--- src/rtl/vpu_op_sched_if.sv ---
// Command / unit / response bundle for vpu_op_sched.
//   master: command producer and unit model (drives i_*, observes o_*)
//   slave : the scheduler itself (observes i_*, drives o_*)
// Signals:
//   i_cmd_vld/o_cmd_rdy          command handshake
//   i_cmd_unit/level/tag         command payload
//   o_start[NUM_UNITS]           one-hot start pulse per unit
//   i_done[NUM_UNITS]            unit idle level (high = idle)
//   o_level                      level presented to all units
//   o_busy                       queue non-empty or sequencer active
//   o_rsp_vld/o_rsp_tag/o_rsp_err completion pulse with tag and error flag
interface vpu_op_sched_if #(
    parameter int NUM_UNITS = 3
);
    logic                 i_cmd_vld;
    logic                 o_cmd_rdy;
    logic [1:0]           i_cmd_unit;
    logic [3:0]           i_cmd_level;
    logic [3:0]           i_cmd_tag;
    logic [NUM_UNITS-1:0] o_start;
    logic [NUM_UNITS-1:0] i_done;
    logic [3:0]           o_level;
    logic                 o_busy;
    logic                 o_rsp_vld;
    logic [3:0]           o_rsp_tag;
    logic                 o_rsp_err;

    modport master (
        output i_cmd_vld, i_cmd_unit, i_cmd_level, i_cmd_tag, i_done,
        input  o_cmd_rdy, o_start, o_level, o_busy, o_rsp_vld, o_rsp_tag, o_rsp_err
    );

    modport slave (
        input  i_cmd_vld, i_cmd_unit, i_cmd_level, i_cmd_tag, i_done,
        output o_cmd_rdy, o_start, o_level, o_busy, o_rsp_vld, o_rsp_tag, o_rsp_err
    );
endinterface

--- src/rtl/vpu_op_sched.sv ---
// VPU operation scheduler: queues commands in a FIFO and sequences them one
// at a time onto NUM_UNITS units via a start pulse / done-level handshake.
// Ports:
//   clk   - clock, all state on rising edge
//   rst_n - asynchronous active-low reset
//   bus   - vpu_op_sched_if.slave (command, unit handshake, response)
// Sequence per command: IDLE (pop) -> ISSUE (start pulse) -> ACK (wait for
// done to drop, bounded by ACK_TIMEOUT) -> RUN (wait for done to rise) ->
// RESP (one-cycle response). Invalid commands go straight from IDLE to RESP.
// FIFO_DEPTH must be a power of two, at least 2.
module vpu_op_sched #(
    parameter int NUM_UNITS   = 3,
    parameter int FIFO_DEPTH  = 4,
    parameter int ACK_TIMEOUT = 8,
    parameter int LEVEL_MAX   = 12
) (
    input logic           clk,
    input logic           rst_n,
    vpu_op_sched_if.slave bus
);
    localparam int AW = $clog2(FIFO_DEPTH);
    localparam int CW = $clog2(ACK_TIMEOUT + 1);

    typedef enum logic [2:0] {
        IDLE,
        ISSUE,
        ACK,
        RUN,
        RESP
    } state_t;

    state_t state, state_nxt;

    // Entry layout: {unit[1:0], level[3:0], tag[3:0]}
    logic [9:0]           mem [FIFO_DEPTH];
    logic [AW:0]          wr_ptr, rd_ptr;
    logic                 full, empty, push, pop;
    logic [1:0]           head_unit;
    logic [3:0]           head_level, head_tag;
    logic                 head_ok;

    logic [1:0]           cur_unit;
    logic [3:0]           cur_tag;
    logic [3:0]           level_q;
    logic                 cur_err;
    logic [CW-1:0]        ack_cnt;
    logic                 ack_expired;
    logic                 sel_done;
    logic [NUM_UNITS-1:0] start_vec;

    // Extra wrap bit: equal pointers = empty, differing only in MSB = full.
    assign empty = (wr_ptr == rd_ptr);
    assign full  = (wr_ptr[AW] != rd_ptr[AW]) && (wr_ptr[AW-1:0] == rd_ptr[AW-1:0]);
    assign push  = bus.i_cmd_vld && !full;

    assign {head_unit, head_level, head_tag} = mem[rd_ptr[AW-1:0]];
    assign head_ok = (int'(head_unit) < NUM_UNITS) && (int'(head_level) <= LEVEL_MAX);

    assign ack_expired = (ack_cnt == CW'(ACK_TIMEOUT - 1));

    // Only the done bit of the unit currently being sequenced matters.
    always_comb begin
        sel_done = 1'b0;
        for (int unsigned u = 0; u < NUM_UNITS; u++) begin
            if (cur_unit == 2'(u)) sel_done = bus.i_done[u];
        end
    end

    always_ff @(posedge clk or negedge rst_n) begin
        if (!rst_n) state <= IDLE;
        else        state <= state_nxt;
    end

    always_comb begin
        state_nxt = state;
        pop       = 1'b0;
        start_vec = '0;
        case (state)
            IDLE: begin
                if (!empty) begin
                    pop       = 1'b1;
                    state_nxt = head_ok ? ISSUE : RESP;
                end
            end
            ISSUE: begin
                for (int unsigned u = 0; u < NUM_UNITS; u++) begin
                    if (cur_unit == 2'(u)) start_vec[u] = 1'b1;
                end
                state_nxt = ACK;
            end
            ACK: begin
                if (!sel_done)        state_nxt = RUN;
                else if (ack_expired) state_nxt = RESP;
            end
            RUN: begin
                if (sel_done) state_nxt = RESP;
            end
            RESP:    state_nxt = IDLE;
            default: state_nxt = IDLE;
        endcase
    end

    always_ff @(posedge clk) begin
        if (push) mem[wr_ptr[AW-1:0]] <= {bus.i_cmd_unit, bus.i_cmd_level, bus.i_cmd_tag};
    end

    always_ff @(posedge clk or negedge rst_n) begin
        if (!rst_n) begin
            wr_ptr   <= '0;
            rd_ptr   <= '0;
            cur_unit <= '0;
            cur_tag  <= '0;
            cur_err  <= 1'b0;
            level_q  <= '0;
            ack_cnt  <= '0;
        end else begin
            if (push) wr_ptr <= wr_ptr + 1'b1;
            if (pop) begin
                rd_ptr   <= rd_ptr + 1'b1;
                cur_unit <= head_unit;
                cur_tag  <= head_tag;
                cur_err  <= !head_ok;
                // A rejected command must not disturb the level seen by units.
                if (head_ok) level_q <= head_level;
            end
            if (state == ISSUE)    ack_cnt <= '0;
            else if (state == ACK) ack_cnt <= ack_cnt + 1'b1;
            if (state == ACK && sel_done && ack_expired) cur_err <= 1'b1;
        end
    end

    // o_start decodes the state register directly so it drops with rst_n.
    assign bus.o_cmd_rdy = !full;
    assign bus.o_start   = start_vec;
    assign bus.o_level   = level_q;
    assign bus.o_busy    = !empty || (state != IDLE);
    assign bus.o_rsp_vld = (state == RESP);
    assign bus.o_rsp_tag = cur_tag;
    assign bus.o_rsp_err = cur_err;
endmodule

--- src/flat_wrapper.sv ---
// flat-port wrapper written by rule: the top's interface ports become plain ports
module vpu_op_sched_flat 
#(
    parameter int NUM_UNITS   = 3,
    parameter int FIFO_DEPTH  = 4,
    parameter int ACK_TIMEOUT = 8,
    parameter int LEVEL_MAX   = 12
)
  (clk, rst_n, bus_i_cmd_vld, bus_i_cmd_unit, bus_i_cmd_level, bus_i_cmd_tag, bus_i_done, bus_o_cmd_rdy, bus_o_start, bus_o_level, bus_o_busy, bus_o_rsp_vld, bus_o_rsp_tag, bus_o_rsp_err);
  vpu_op_sched_if #(.NUM_UNITS(NUM_UNITS)) bus_i ();
  input logic clk;
  input logic rst_n;
  input wire logic [$bits(bus_i.i_cmd_vld)-1:0] bus_i_cmd_vld;
  input wire logic [$bits(bus_i.i_cmd_unit)-1:0] bus_i_cmd_unit;
  input wire logic [$bits(bus_i.i_cmd_level)-1:0] bus_i_cmd_level;
  input wire logic [$bits(bus_i.i_cmd_tag)-1:0] bus_i_cmd_tag;
  input wire logic [$bits(bus_i.i_done)-1:0] bus_i_done;
  output wire logic [$bits(bus_i.o_cmd_rdy)-1:0] bus_o_cmd_rdy;
  output wire logic [$bits(bus_i.o_start)-1:0] bus_o_start;
  output wire logic [$bits(bus_i.o_level)-1:0] bus_o_level;
  output wire logic [$bits(bus_i.o_busy)-1:0] bus_o_busy;
  output wire logic [$bits(bus_i.o_rsp_vld)-1:0] bus_o_rsp_vld;
  output wire logic [$bits(bus_i.o_rsp_tag)-1:0] bus_o_rsp_tag;
  output wire logic [$bits(bus_i.o_rsp_err)-1:0] bus_o_rsp_err;
  assign bus_i.i_cmd_vld = bus_i_cmd_vld;
  assign bus_i.i_cmd_unit = bus_i_cmd_unit;
  assign bus_i.i_cmd_level = bus_i_cmd_level;
  assign bus_i.i_cmd_tag = bus_i_cmd_tag;
  assign bus_i.i_done = bus_i_done;
  assign bus_o_cmd_rdy = bus_i.o_cmd_rdy;
  assign bus_o_start = bus_i.o_start;
  assign bus_o_level = bus_i.o_level;
  assign bus_o_busy = bus_i.o_busy;
  assign bus_o_rsp_vld = bus_i.o_rsp_vld;
  assign bus_o_rsp_tag = bus_i.o_rsp_tag;
  assign bus_o_rsp_err = bus_i.o_rsp_err;
  vpu_op_sched #(.NUM_UNITS(NUM_UNITS), .FIFO_DEPTH(FIFO_DEPTH), .ACK_TIMEOUT(ACK_TIMEOUT), .LEVEL_MAX(LEVEL_MAX)) u_core (.clk(clk), .rst_n(rst_n), .bus(bus_i));
endmodule
--- config.mk ---
export PLATFORM = sky130hd
export DESIGN_NAME = vpu_op_sched_flat
export DESIGN_NICKNAME = d
export VERILOG_FILES = /design/src/rtl/vpu_op_sched_if.sv /design/src/rtl/vpu_op_sched.sv /design/src/flat_wrapper.sv
export SDC_FILE = /design/constraint.sdc
export NUM_CORES = 1
export LEC_CHECK = 0
export BUFFER_PORTS_ARGS = -buffer_cell sky130_fd_sc_hd__buf_2
export CAP_MARGIN = 25
export CORE_ASPECT_RATIO = 1.25
export CORE_MARGIN = 2
export CORE_UTILIZATION = 51
export CTS_CLUSTER_SIZE = 14
export DETAILED_ROUTE_END_ITERATION = 7
export GPL_ROUTABILITY_DRIVEN = 0
export PLACE_DENSITY_LB_ADDON = 0.12
export SETUP_SLACK_MARGIN = 0.05
export SLEW_MARGIN = 0
export SYNTH_ARGS = -nofsm -noshare
export SYNTH_HDL_FRONTEND = slang
export SYNTH_SLANG_ARGS = --single-unit
--- constraint.sdc ---
create_clock -name clk -period 4.6 [get_ports clk]
set_input_delay 0.23 -clock clk [delete_from_list [all_inputs] [get_ports clk]]
set_output_delay 0.23 -clock clk [all_outputs]
set_load 0.01 [all_outputs]
# ---- Word level (Yosys, flattened, before mapping)
# Memories as Yosys holds them, arrays and structs flattened.
# Index checks and enable logic that the tools add are counted.
dict set report word_totals {
  ramBits 40
  register_bits 24
  memories 1
  elab_cells 64
}
dict set report op_classes {
  n_addsub 3
  n_eq_ne 13
  magnitude_cmp 2
  n_reduce_logical 16
  mux 21
}
# memory words word_bits rd rd_clocked_by_memory_dff wr line
set memory_table {}
lappend memory_table {u_core.mem 4 10 1 0 1 vpu_op_sched.sv:35} ;# logic [9:0] mem [FIFO_DEPTH];
# cell count
set ops {}
lappend ops {{3-bit 2-to-1 mux} 6}
lappend ops {{1-bit 2-to-1 mux} 12}
lappend ops {{3-bit one-hot mux with 4 select lines} 1}
lappend ops {{4-bit 2-to-1 mux} 2}
lappend ops {{3-bit by 1-bit adder with 3-bit output, second input constant} 2}
lappend ops {{3-bit by 2-bit equality test with 1-bit output, second input constant} 2}
lappend ops {{1-bit logical AND} 5}
lappend ops {{4-bit by 1-bit adder with 4-bit output, second input constant} 1}
lappend ops {{4-bit by 3-bit equality test with 1-bit output, second input constant} 1}
lappend ops {{4-bit <= comparator, second input constant} 1}
lappend ops {{2-bit nonzero test} 2}
lappend ops {{3-bit by 1-bit equality test with 1-bit output, second input constant} 1}
lappend ops {{3-bit equality test} 1}
lappend ops {{3-bit equality test, second input constant} 1}
lappend ops {{1-bit logical NOT} 3}
lappend ops {{3-bit logical NOT} 1}
lappend ops {{3-bit by 2-bit inequality test with 1-bit output, second input constant} 1}
lappend ops {{3-bit AND reduction} 1}
lappend ops {{3-bit nonzero test} 1}
lappend ops {{2-bit by 1-bit equality test with 1-bit output, second input constant} 1}
lappend ops {{2-bit equality test} 1}
lappend ops {{2-bit equality test, second input constant} 1}
lappend ops {{2-bit logical NOT} 1}
lappend ops {{2-bit < comparator, second input constant} 1}
lappend ops {{5 further kinds} 5}

# ---- Logic depth before layout (Yosys ltp)
# Gate-level depths: netlist of the first run.
dict set report depth {
  depth_word 7
  ltp_mapped 6
  ltp_nobuf 4
}

# ---- Worst setup path after synthesis of the first run
# Ideal clock, no wire load.
dict set report synth_timing {
  path_kind {flip-flop to flip-flop}
  startpoint {reg u_core.rd_ptr[0]}
  endpoint {mem u_core.mem[3][0] (enable)}
  path_stages_with_launch 5
  t_arrival_ps 1495
  setup_time_ps 351
  path_slack_ps 2754
  synth_period_minus_slack_ps 1846
  n_path_buf 1
  cell_sequence {dfrtp_1 > buf_6 > xnor2_1 > a31oi_2 > and2_1}
}
dict set report synth_between {
  elab_chain_cells 6
}
# element line
set synth_lines {}
lappend synth_lines {{start: declaration} vpu_op_sched.sv:36} ;# logic [AW:0] wr_ptr, rd_ptr;
lappend synth_lines {{start signal: assignment} vpu_op_sched.sv:119} ;# rd_ptr <= rd_ptr + 1'b1;
lappend synth_lines {{2-bit equality test} vpu_op_sched.sv:53} ;# assign full = (wr_ptr[AW] != rd_ptr[AW]) && (wr_ptr[AW-1:0] == rd_ptr[AW-1:0]);
lappend synth_lines {{1-bit logical AND} vpu_op_sched.sv:53}
lappend synth_lines {{1-bit logical NOT} vpu_op_sched.sv:54} ;# assign push = bus.i_cmd_vld && !full;
lappend synth_lines {{1-bit logical AND} vpu_op_sched.sv:54}
lappend synth_lines {{1-bit 2-to-1 mux} vpu_op_sched.sv:104} ;# if (push) mem[wr_ptr[AW-1:0]] <= {bus.i_cmd_unit, bus.i_cmd_level, bus.i_cmd_tag};
lappend synth_lines {{1-bit 2-to-1 mux (implied by the code)} vpu_op_sched.sv:104}
lappend synth_lines {{end: declaration} vpu_op_sched.sv:35}
# Every way passes these cells.

# ---- Worst setup path in the final report of the first run
dict set report layout_timing {
  startpoint {reg u_core.rd_ptr[0]}
  endpoint {mem u_core.mem[3][3] (enable)}
}
# The elaborated chain is that of the path after synthesis.

==> impl_results.md, run 1 <==
* Pwr Total at 2.25 mW
* GR Util All Layers at between 15 and 20%
* CTS resizes at 0
* Syn_nets at between 150 and 200
* Routed WL per cell at ~17 um
* Synth cell count leaders: 40 x edfxtp_1, 24 x dfrtp_1, 11 x mux2_4
* Wl on met1 at 1.93 mm
* Hold Vio Cnt, Final at 0
* Top post-synthesis cells by area: edfxtp_1 43%, dfrtp_1 22%, mux2_4 6.0%, mux4_2 4.9%, mux4_1 3.8%
* Synth area leader: edfxtp_1
* Vias in the first global route at between 1500 and 2000
* Share of layout cells above drive strength 1 at approximately 33%
* Cts bufs inserted at 9
* Yosys Warn Count at 0
* Drt total wl at roughly 4.6 mm
* Number of vias in the routed layout at ~1500
* Maximum VDD drop at 0.000288 V
* CP arrival at around 2.4 ns
* Yosys top cell area share at between 40% and 50%
* Top-count cell post-synth: edfxtp_1
* Cell Area, Synth at around 2800 um^2
* Synth Register Bits at 64
* Core area at between 5000 and 6000 um^2
* Distinct cell type count after synthesis at 39
* Highest routed layer: met4
* Final nets at about 220
* Clock tree buffer depth at 2
* Sink Count at 64
* Least-Margin Pin Slew at around 0.70 ns
* Num ports at 31
* Kind of critical path: reg2reg
* Starting Density at just over 50%
* GR Overflow Total at 0
* Initial antenna violation count at 0
* Clock transition at the registers of the reported paths at about 0.070 ns
* Number of H-tree levels at 3
* Placed Cells at 253
* Setup tns final at 0 ns
* Status: finished, final reports clean
* Crit path max fanout at 13
* Period utilisation layout at a little over half
* HP Class: in2reg
* Drt pass-1 iters at 4
* Met2 wire length at roughly 2.4 mm
* Prevailing post-synth register cell: edfxtp_1
* Root buffer cell: clkbuf_8
* FILL cells at 416
* Slew Limit Fails at 0
* DIE HEIGHT at roughly 86 um
* Worst Setup Start Kind: flop
* RSZ-0062 raised after global routing: no
* Leakage power total at between 1 and 1.5 nW
* Area grow syn2layout at 14.5%
* Slew headroom at 53.3%
* Remaining DRCs at 0
* Pwr dens at a little over 700 nW/um^2
* Port-buffer cells at 30
* MaxCap Viol Count at 0
* First-pass GRT wire length at between 7 and 8 mm
* DIE WIDTH at ~70 um
* Worst Setup End Kind: flop
* Post-synthesis cell count at around 170
* CTS tree: built
* Worst Skew at ~0.0075 ns
* Worst Hold Slack at 0.108 ns
* Post-synth EDFFs at 40
* DPL Wire Length at 3.16 mm
* Post-Layout Cell Count at 270
* Post-CTS Setup Inserts at 0
* Final setup viols at 0
* Share of flip-flops with an asynchronous set or reset at around 38%
* Seq/Total Area, Yosys at roughly 65%
* Syn_area_per_cell at around 17 um^2
* Number of diodes at 0
* Achievable Freq at between 0.4 and 0.5 GHz
* Fin crit period at between 2 and 2.5 ns
* DRT iter0 DRCs at 50
* Routed wl met3 at between 100 and 150 um
* Pin count of the biggest net entering global routing at 25
* CP Data Required Time at roughly 4.6 ns
* DRT antenna net count at 0
* Vias/cell at 5.49
* Row count at 30
* Clk_lat worst skew at approximately 0.33 ns
* Die area at 6040 um^2
layer usage:
metal,global-route usage (%),vias up
li1,-,704
met4,10.3,0
met5,0,-
met3,3.60,7
met1,21.1,742
met2,28.6,28
cell usage in the layout (no fill, tap or decap), types with 2 or more instances in the layout:
cell,n
buf_2,30
or2_2,2
mux2_4,11
nand4_1,2
clkinv_2,2
nand3_1,2
dfrtp_1,24
nand3b_1,2
o21ai_0,7
mux4_1,4
a22oi_1,2
ha_1,6
xor2_1,3
nor3b_1,2
clkinvlp_4,2
nor2_1,3
and2_1,5
xnor2_1,5
nand2_1,7
mux2i_1,2
nor3_1,2
mux4_2,6
clkinv_4,2
edfxtp_1,40
clkbuf_8,9
inv_1,5
a21oi_1,4
flip-flops by register name, summed over array words and instances (netlist names), 2 cells and up:
register              flops
u_core.mem               40
u_core.ack_cnt            4
u_core.bus.o_level        4
u_core.bus.o_rsp_tag      4
u_core.rd_ptr             3
u_core.state              3
u_core.wr_ptr             3
u_core.cur_unit           2
path summary, 6_finish.rpt:
kind | startpoint | depth (start not counted) | endpoint | slack [ns]
setup / recovery | u_core.rd_ptr[0]$_DFFE_PN0P_ | 3 | u_core.mem[3][3]$_DFFE_PP_ | 2.20
hold / removal | bus_i_cmd_tag[1] | 1 | u_core.mem[1][1]$_DFFE_PP_ | 0.11
setup reg to reg | u_core.rd_ptr[0]$_DFFE_PN0P_ | 3 | u_core.mem[3][3]$_DFFE_PP_ | 2.20
hold reg to reg | u_core.bus.o_level[1]$_DFFE_PN0P_ | 1 | u_core.bus.o_level[1]$_DFFE_PN0P_ | 0.52
max in group asynchronous | rst_n | 2 | u_core.ack_cnt[2]$_DFFE_PN0P_ | 3.84
min in group asynchronous | rst_n | 2 | u_core.bus.o_level[2]$_DFFE_PN0P_ | 0.40
power breakdown:
group          switching (mW)  internal (mW)
registers               0.175          0.809
logic                   0.383          0.412
clock network           0.218          0.250
total                   0.776           1.47
worst max-delay path: stages (launching register included):
cell and delay [ns]:
dfrtp_1 0.80, xnor2_1 0.31, a31oi_2 0.40, and2_1 0.54
layout make-up:
class / instances / area, um^2 / area share [%]
Sequential cell: 64 / 1800 / 56.8
Multi-Input combinational cell: 90 / 916 / 28.9
Timing Repair Buffer: 31 / 160 / 5.05
Clock buffer: 9 / 124 / 3.90
Tap cell: 64 / 80.1 / 2.52
Clock inverter: 7 / 72.6 / 2.29
Inverter: 5 / 18.8 / 0.591
repair_timing:
item	in CTS	in global routing
hold buffers	1	0
endpoints found under the setup margin	0	0
endpoints found under the hold margin	24	0
per-stage QoR:
| step | area, um^2 | utilization, % | worst slack [ns] |
|---|---|---|---|
| after floorplan | 2770 | - | 2.75 |
| after global placement | 2970 | 55.7 | 2.22 |
| after detailed placement | 2970 | 55.7 | 2.13 |
| after CTS | 3170 | 59.5 | 2.12 |
| after global routing | 3170 | 59.5 | 2.01 |
| final | 3170 | 59.5 | 2.20 |
cells by family after synthesis:
family                     share of synthesized area [%]
adders and majority gates                           2.71
AOI/OAI and AO/OA                                   5.87
and+or+nand+nor                                     6.59
buffers and inverters                               1.94
xor gates and xnor gates                            2.53
muxes                                               15.3
DFF                                                 65.0
Note: power is estimated with default switching activity, not from simulation.
==> run 2: changes to the inputs <==
--- a/config.mk
+++ b/config.mk
@@ -5,6 +5,7 @@
 export SDC_FILE = /design/constraint.sdc
 export NUM_CORES = 1
 export LEC_CHECK = 0
+export ABC_AREA = 1
 export BUFFER_PORTS_ARGS = -buffer_cell sky130_fd_sc_hd__buf_2
 export CAP_MARGIN = 25
 export CORE_ASPECT_RATIO = 1.25
==> constraint.sdc (replaced) <==
create_clock -name clk -period 2.4 [get_ports clk]
set_input_delay 0.12 -clock clk [delete_from_list [all_inputs] [get_ports clk]]
set_output_delay 0.12 -clock clk [all_outputs]
set_load 0.01 [all_outputs]
==> run 2 against run 1 <==
Net effect:
- hold slack improved by 0.046 ns
- fmax grew 34%
- clock-buffer cell count stayed put
- register-to-register slack got worse by 1.6 ns
- first-iteration DRC count increased by 140%
- highest routed layer unchanged
- power increased by 110%
- clock skew rose by 0.00070 ns
- final cell count increased by 43%
==> impl_results.md, run 2 <==
* Status: finished, final reports clean
* Port-buffer cells at 30
* Syn_nets at 288
* Number of H-tree levels at 3
* RSZ-0062 raised after global routing: no
* Clk_lat worst skew at roughly 0.34 ns
* Pwr Total at around 4.8 mW
* Sequential share of power at 36.6%
* GR Overflow Total at 0
* Crit path max fanout at 13
* CTS tree: built
* Period utilisation layout at 74.6%
* Internal power at around 3.0 mW
* Kind of critical path: reg2reg
* DRT antenna net count at 0
* First-pass GRT wire length at around 8.8 mm
* CTS resizes at 0
* Final setup viols at 0
* CP endpoint: u_core.bus.o_level[0]$_DFFE_PN0P_
* Initial antenna violation count at 0
* Share of flip-flops with an asynchronous set or reset at 37.5%
* Yosys top cell area share at a little over two fifths
* Top-count cell post-synth: nand2_1
* Routed WL per cell at around 14 um
* Pwr dens at 1400 nW/um^2
* Remaining DRCs at 0
* Logic pwr share at 35.7%
* Switching Fraction at a little over a third
* Drt total wl at around 5.3 mm
* Slew Limit Fails at 0
* Area grow syn2layout at 22.9%
* Root buffer cell: clkbuf_8
* DIE HEIGHT at ~87 um
* Row count at 30
* Final nets at 340
* FF-to-FF Start: u_core.rd_ptr[1]$_DFFE_PN0P_
* Fin crit period at approximately 1.8 ns
* Number of vias in the routed layout at 1895
* CTS Hold Bufs at 11
* Vias/cell at ~5
* Max reg flops at 40
* Post-synthesis cell count at 266
* Post-synth EDFFs at 40
* Worst Skew at 0.00816 ns
* DPL Wire Length at 3.68 mm
* Top post-synthesis cells by area: edfxtp_1 43%, dfrtp_1 22%, nand2_1 10%, nand3_1 3.8%, inv_1 3.1%
* Seq/Total Area, Yosys at about two thirds
* Starting Density at between 50% and 60%
* Prevailing post-synth register cell: edfxtp_1
* Worst Setup End Kind: flop
* Num ports at 31
* Distinct cell type count after synthesis at 28
* Number of diodes at 0
* MaxCap Viol Count at 0
* Synth area leader: edfxtp_1
* R2R Path End: u_core.bus.o_level[0]$_DFFE_PN0P_
* Slew headroom at 64.8%
* CP arrival at approximately 2 ns
* Clock transition at the registers of the reported paths at 0.07 ns
* NetSw at 1.73 mW
* Synth cell count leaders: 74 x nand2_1, 40 x edfxtp_1, 24 x dfrtp_1
* Worst reg2reg setup slack at just over 0.6 ns
* DRT iter0 DRCs at 118
* Core area at 5330 um^2
* FILL cells at 440
* Worst Setup Start Kind: flop
* Leakage power total at approximately 1.5 nW
* Clock power frac at around 28%
* Yosys Warn Count at 0
* Hold Vio Cnt, Final at 0
* Pin count of the biggest net entering global routing at 25
* DIE WIDTH at around 70 um
* Achievable Freq at about 0.56 GHz
* Setup tns final at 0 ns
* Sink Count at 64
* Most frequent cells in the layout: 74 x nand2_1, 40 x edfxtp_1, 30 x buf_2
* Commonest non-fill, non-tap cell in the layout: nand2_1
* Syn_area_per_cell at around 10 um^2
* Vias in the first global route at around 1900
* CP Data Required Time at around 2.6 ns
* Critical path startpoint: u_core.rd_ptr[1]$_DFFE_PN0P_
* GR Util All Layers at 19.3%
* HP Class: in2reg
* Clock tree buffer depth at 2
* Synth Register Bits at 64
* Worst-case reg-to-reg path depth at 10
* Cell Area, Synth at 2780 um^2
* Share of layout cells above drive strength 1 at 19.5%
* Least-Margin Pin Slew at ~0.53 ns
* Post-CTS Setup Inserts at 0
* Die area at 6070 um^2
* Cts bufs inserted at 9
* Drt pass-1 iters at 5
* Maximum VDD drop at between 0.0007 and 0.0008 V
==> run 2: cell types whose count changed in the layout (fill, tap and decap cells not counted), sizes merged, moves of 10 or more <==
| cell | before | now |
|---|---|---|
| mux4 | 10 | 0 |
| o21ai | 7 | 18 |
| nand3 | 3 | 21 |
| nor2 | 3 | 21 |
| inv | 5 | 26 |
| mux2 | 11 | 0 |
| nand2 | 7 | 79 |
| dlygate4sd3 | 1 | 11 |
==> run 2: worst min-delay path by stage <==
stage	startpoint	to	slack [ns]	cells after the start
2_1_floorplan	rst_n	u_core.ack_cnt[0]$_DFFE_PN0P_	-0.18	0
3_3_place_gp	rst_n	u_core.bus.o_rsp_tag[0]$_DFFE_PN0P_	0.13	1
6_report	bus_i_cmd_vld	u_core.wr_ptr[0]$_DFFE_PN0P_	0.15	3
4_1_cts	bus_i_cmd_vld	u_core.wr_ptr[0]$_DFFE_PN0P_	0.13	3
5_1_grt	bus_i_cmd_vld	u_core.wr_ptr[0]$_DFFE_PN0P_	0.15	3
3_5_place_dp	rst_n	u_core.bus.o_rsp_tag[0]$_DFFE_PN0P_	0.13	1
==> run 2: cell families after synthesis <==
group / after synthesis / share of synthesized area, %
compound gates: 27 / 5.40
xor+xnor: 6 / 1.89
fa+ha+maj: 6 / 2.70
buf+inv: 32 / 4.99
flops: 64 / 64.7
simple gates: 131 / 20.3
==> run 2: cell type report <==
class	instances	area (um^2)	area share [%]
inverters	25	93.8	2.74
repair buffers	48	313	9.14
multi-input cells	170	842	24.6
flip-flops and latches	64	1800	52.7
clock buffers	9	124	3.62
well taps	64	80.1	2.34
clock inverters	7	166	4.86
==> run 2: worst max-delay path: stages (launching register included) <==
cell	delay [ns]
dfrtp_1	0.60
inv_1	0.11
nand2_1	0.07
nand2_1	0.06
and2_1	0.16
nand2_2	0.08
nand2_4	0.09
inv_2	0.18
nand3_1	0.17
nand2_1	0.10
nand2_1	0.05
==> run 2: metal layers <==
layer / vias to the layer above / track usage [%] / share of wire (%)
met5: - / 0 / 0
met4: 0 / 9.44 / 2.1
met3: 10 / 5.00 / 3.1
met2: 33 / 31.3 / 49
met1: 868 / 24.2 / 45
li1: 984 / - / -
==> run 2: metrics by stage <==
step | setup WS, ns | hold slack, ns | area (um^2) | utilization (%) | cells
5_1_grt | 0.425 | 0.151 | 3420 | 64.2 | 387
3_3_place_gp | 0.690 | 0.125 | 3020 | 56.7 | 360
2_1_floorplan | 0.584 | -0.176 | 2780 | - | 266
3_5_place_dp | 0.620 | 0.133 | 3020 | 56.7 | 360
4_1_cts | 0.597 | 0.129 | 3420 | 64.2 | 387
6_report | 0.610 | 0.155 | 3420 | 64.2 | 387
==> run 2: power by group through the flow <==
stage | sequential (mW) | clock (mW) | combinational [mW]
final | 1.75 | 1.32 | 1.71
after global routing | 1.78 | 1.40 | 1.96
after CTS | 1.75 | 1.35 | 1.73
after detailed placement | 1.77 | 0 | 1.72
after global placement | 1.77 | 0 | 1.69
after floorplan | 1.74 | 0 | 1.26
==> run 3: changes to the inputs <==
==> constraint.sdc (replaced) <==
create_clock -name clk -period 1.9 [get_ports clk]
set_input_delay 0.095 -clock clk [delete_from_list [all_inputs] [get_ports clk]]
set_output_delay 0.095 -clock clk [all_outputs]
set_load 0.01 [all_outputs]
==> run 3 against run 2 <==
Net effect:
- clock-buffer cell count unchanged
- via count increased by 2.4%
- clock skew decreased by 0.0016 ns
- non-clock buffer count increased by 4
- flip-flop and latch count unchanged
- die area unchanged
- wire length decreased by 0.94%
==> impl_results.md, run 3 (synthesis gave the netlist of run 2 again) <==
* Hold path cells at 3
* CTS Hold Bufs at 11
* DIE WIDTH at 70.1 um
* Drt pass-1 iters at 4
* Worst Setup End Kind: flop
* CP arrival at 1.68 ns
* Internal power at approximately 3.5 mW
* Pwr dens at 1680 nW/um^2
* CTS tree: built
* Least-Margin Pin Slew at ~0.55 ns
* Row count at 30
* RSZ-0062 raised after global routing: no
* Hold Vio Cnt, Final at 0
* Sequential share of power at between 30% and 40%
* R2R Path End: u_core.mem[1][8]$_DFFE_PP_
* Logic pwr share at 40.5%
* Drt total wl at about 5.3 mm
* CP Data Required Time at slightly below 2 ns
* Post-Layout Cell Count at approximately 390
* FF-to-FF Start: u_core.wr_ptr[2]$_DFFE_PN0P_
* Placed instance area at 3060 um^2
* Worst-case reg-to-reg path depth at 5
* Port-buffer cells at 30
* Commonest non-fill, non-tap cell in the layout: nand2_1
* Period utilisation layout at 86.6%
* Worst Setup Start Kind: flop
* Hold_sp: bus_i_cmd_vld
* Num ports at 31
* CTS resizes at 0
* Area grow syn2layout at 21.5%
* Kind of critical path: reg2reg
* Worst Skew at 0.00660 ns
* Vias in the first global route at about 1900
* Pin count of the biggest net entering global routing at 25
* Worst path slowest cell: dfrtp_1
* Root buffer cell: clkbuf_8
* Clock power frac at a little over a fifth
* Max reg flops at 40
* Achievable Freq at just over 0.6 GHz
* DRT iter0 DRCs at about 100
* Core area at around 5300 um^2
* Switching Fraction at a little under two fifths
* Status: finished, final reports clean
* Clock transition at the registers of the reported paths at ~0.07 ns
* DRT antenna net count at 0
* Setup tns final at 0 ns
* First-pass GRT wire length at 8.93 mm
* Clock tree buffer depth at 2
* GR Overflow Total at 0
* Sequence of cells on the critical path: xnor2_1 > nand3b_1 > nand2_2 > nor2_1 > buf_4
* Number of diodes at 0
* Most frequent cells in the layout: 74 x nand2_1, 40 x edfxtp_1, 30 x buf_2
* DIE HEIGHT at approximately 87 um
* Slew Limit Fails at 0
* Maximum VDD drop at about 0.00086 V
* GR Util All Layers at about a fifth
* DPL Wire Length at 3.72 mm
* Remaining DRCs at 0
* Placed Cells at around 360
* Fin crit period at 1.64 ns
* Hold Path Sink: u_core.wr_ptr[0]$_DFFE_PN0P_
* Routed WL per cell at 13.5 um
* Slew headroom at around 64%
* NetSw at roughly 2.2 mW
* MaxCap Viol Count at 0
* Cell area after layout at 3380 um^2
* Worst reg2reg setup slack at approximately 0.26 ns
* Number of vias in the routed layout at ~1900
* Post-CTS Setup Inserts at 0
* Clk_lat worst skew at approximately 0.33 ns
* Share of layout cells above drive strength 1 at 19.6%
* Leakage power total at 1.52 nW
* Critical Path Max Stage Delay at approximately 0.4 ns
* Number of H-tree levels at 3
* Cts bufs inserted at 9
* Final setup viols at 0
* Final nets at 344
* Starting Density at 52.2%
* HP Class: in2reg
* Die area at 6070 um^2
* Critical path startpoint: u_core.wr_ptr[2]$_DFFE_PN0P_
* Vias/cell at just under 5
* Sink Count at 64
* Crit path max fanout at 10
* Initial antenna violation count at 0
run 3: how the worst max path moves through the flow:
stage | end | slack (ns)
CTS | u_core.mem[1][1]$_DFFE_PP_ | 0.25
global route | u_core.bus.o_level[1]$_DFFE_PN0P_ | 0.13
finish | u_core.mem[1][8]$_DFFE_PP_ | 0.26
detailed placement | u_core.mem[1][6]$_DFFE_PP_ | 0.27
floorplan | u_core.mem[0][0]$_DFFE_PP_ | 0.08
global placement | u_core.mem[0][7]$_DFFE_PP_ | 0.32
run 3: area by class of cell:
type / instances / area, um^2
inverters: 25 / 93.8
multi-input cells: 170 / 842
fillers: 461 / 1950
clock inverters: 7 / 85.1
well taps: 64 / 80.1
clock buffers: 9 / 124
flip-flops and latches: 64 / 1800
repair buffers: 52 / 355
run 3: per-layer routing:
layer	track usage, %	vias up	share of wire (%)
met5	0	-	0
met4	13.6	0	2.0
li1	-	993	-
met1	24.7	886	44
met2	32.1	52	49
met3	3.49	10	5.4
run 3: worst max-delay path: cells and delay by family, from the launching register on:
family | cells | cell delay, ns
simple gates | 3 | 0.45
flops | 1 | 0.40
xor+xnor | 1 | 0.26
buf+inv | 1 | 0.22
run 3: power groups by stage:
| stage | registers, mW | clock network, mW | logic, mW |
|---|---|---|---|
| detailed placement | 2.18 | 0 | 2.32 |
| floorplan | 2.19 | 0 | 1.60 |
| finish | 2.15 | 1.23 | 2.30 |
| CTS | 2.16 | 1.26 | 2.34 |
| global route | 2.21 | 1.32 | 2.64 |
| global placement | 2.17 | 0 | 2.29 |
run 3: per-stage QoR:
| step | util [%] | hold WS (ns) | worst slack (ns) | total power [mW] |
|---|---|---|---|---|
| after detailed placement | 57.5 | 0.119 | 0.267 | 4.50 |
| after global placement | 57.5 | 0.117 | 0.316 | 4.46 |
| final | 63.5 | 0.131 | 0.256 | 5.68 |
| after CTS | 63.5 | 0.113 | 0.253 | 5.75 |
| after floorplan | - | -0.201 | 0.0844 | 3.79 |
| after global routing | 63.5 | 0.121 | 0.125 | 6.16 |
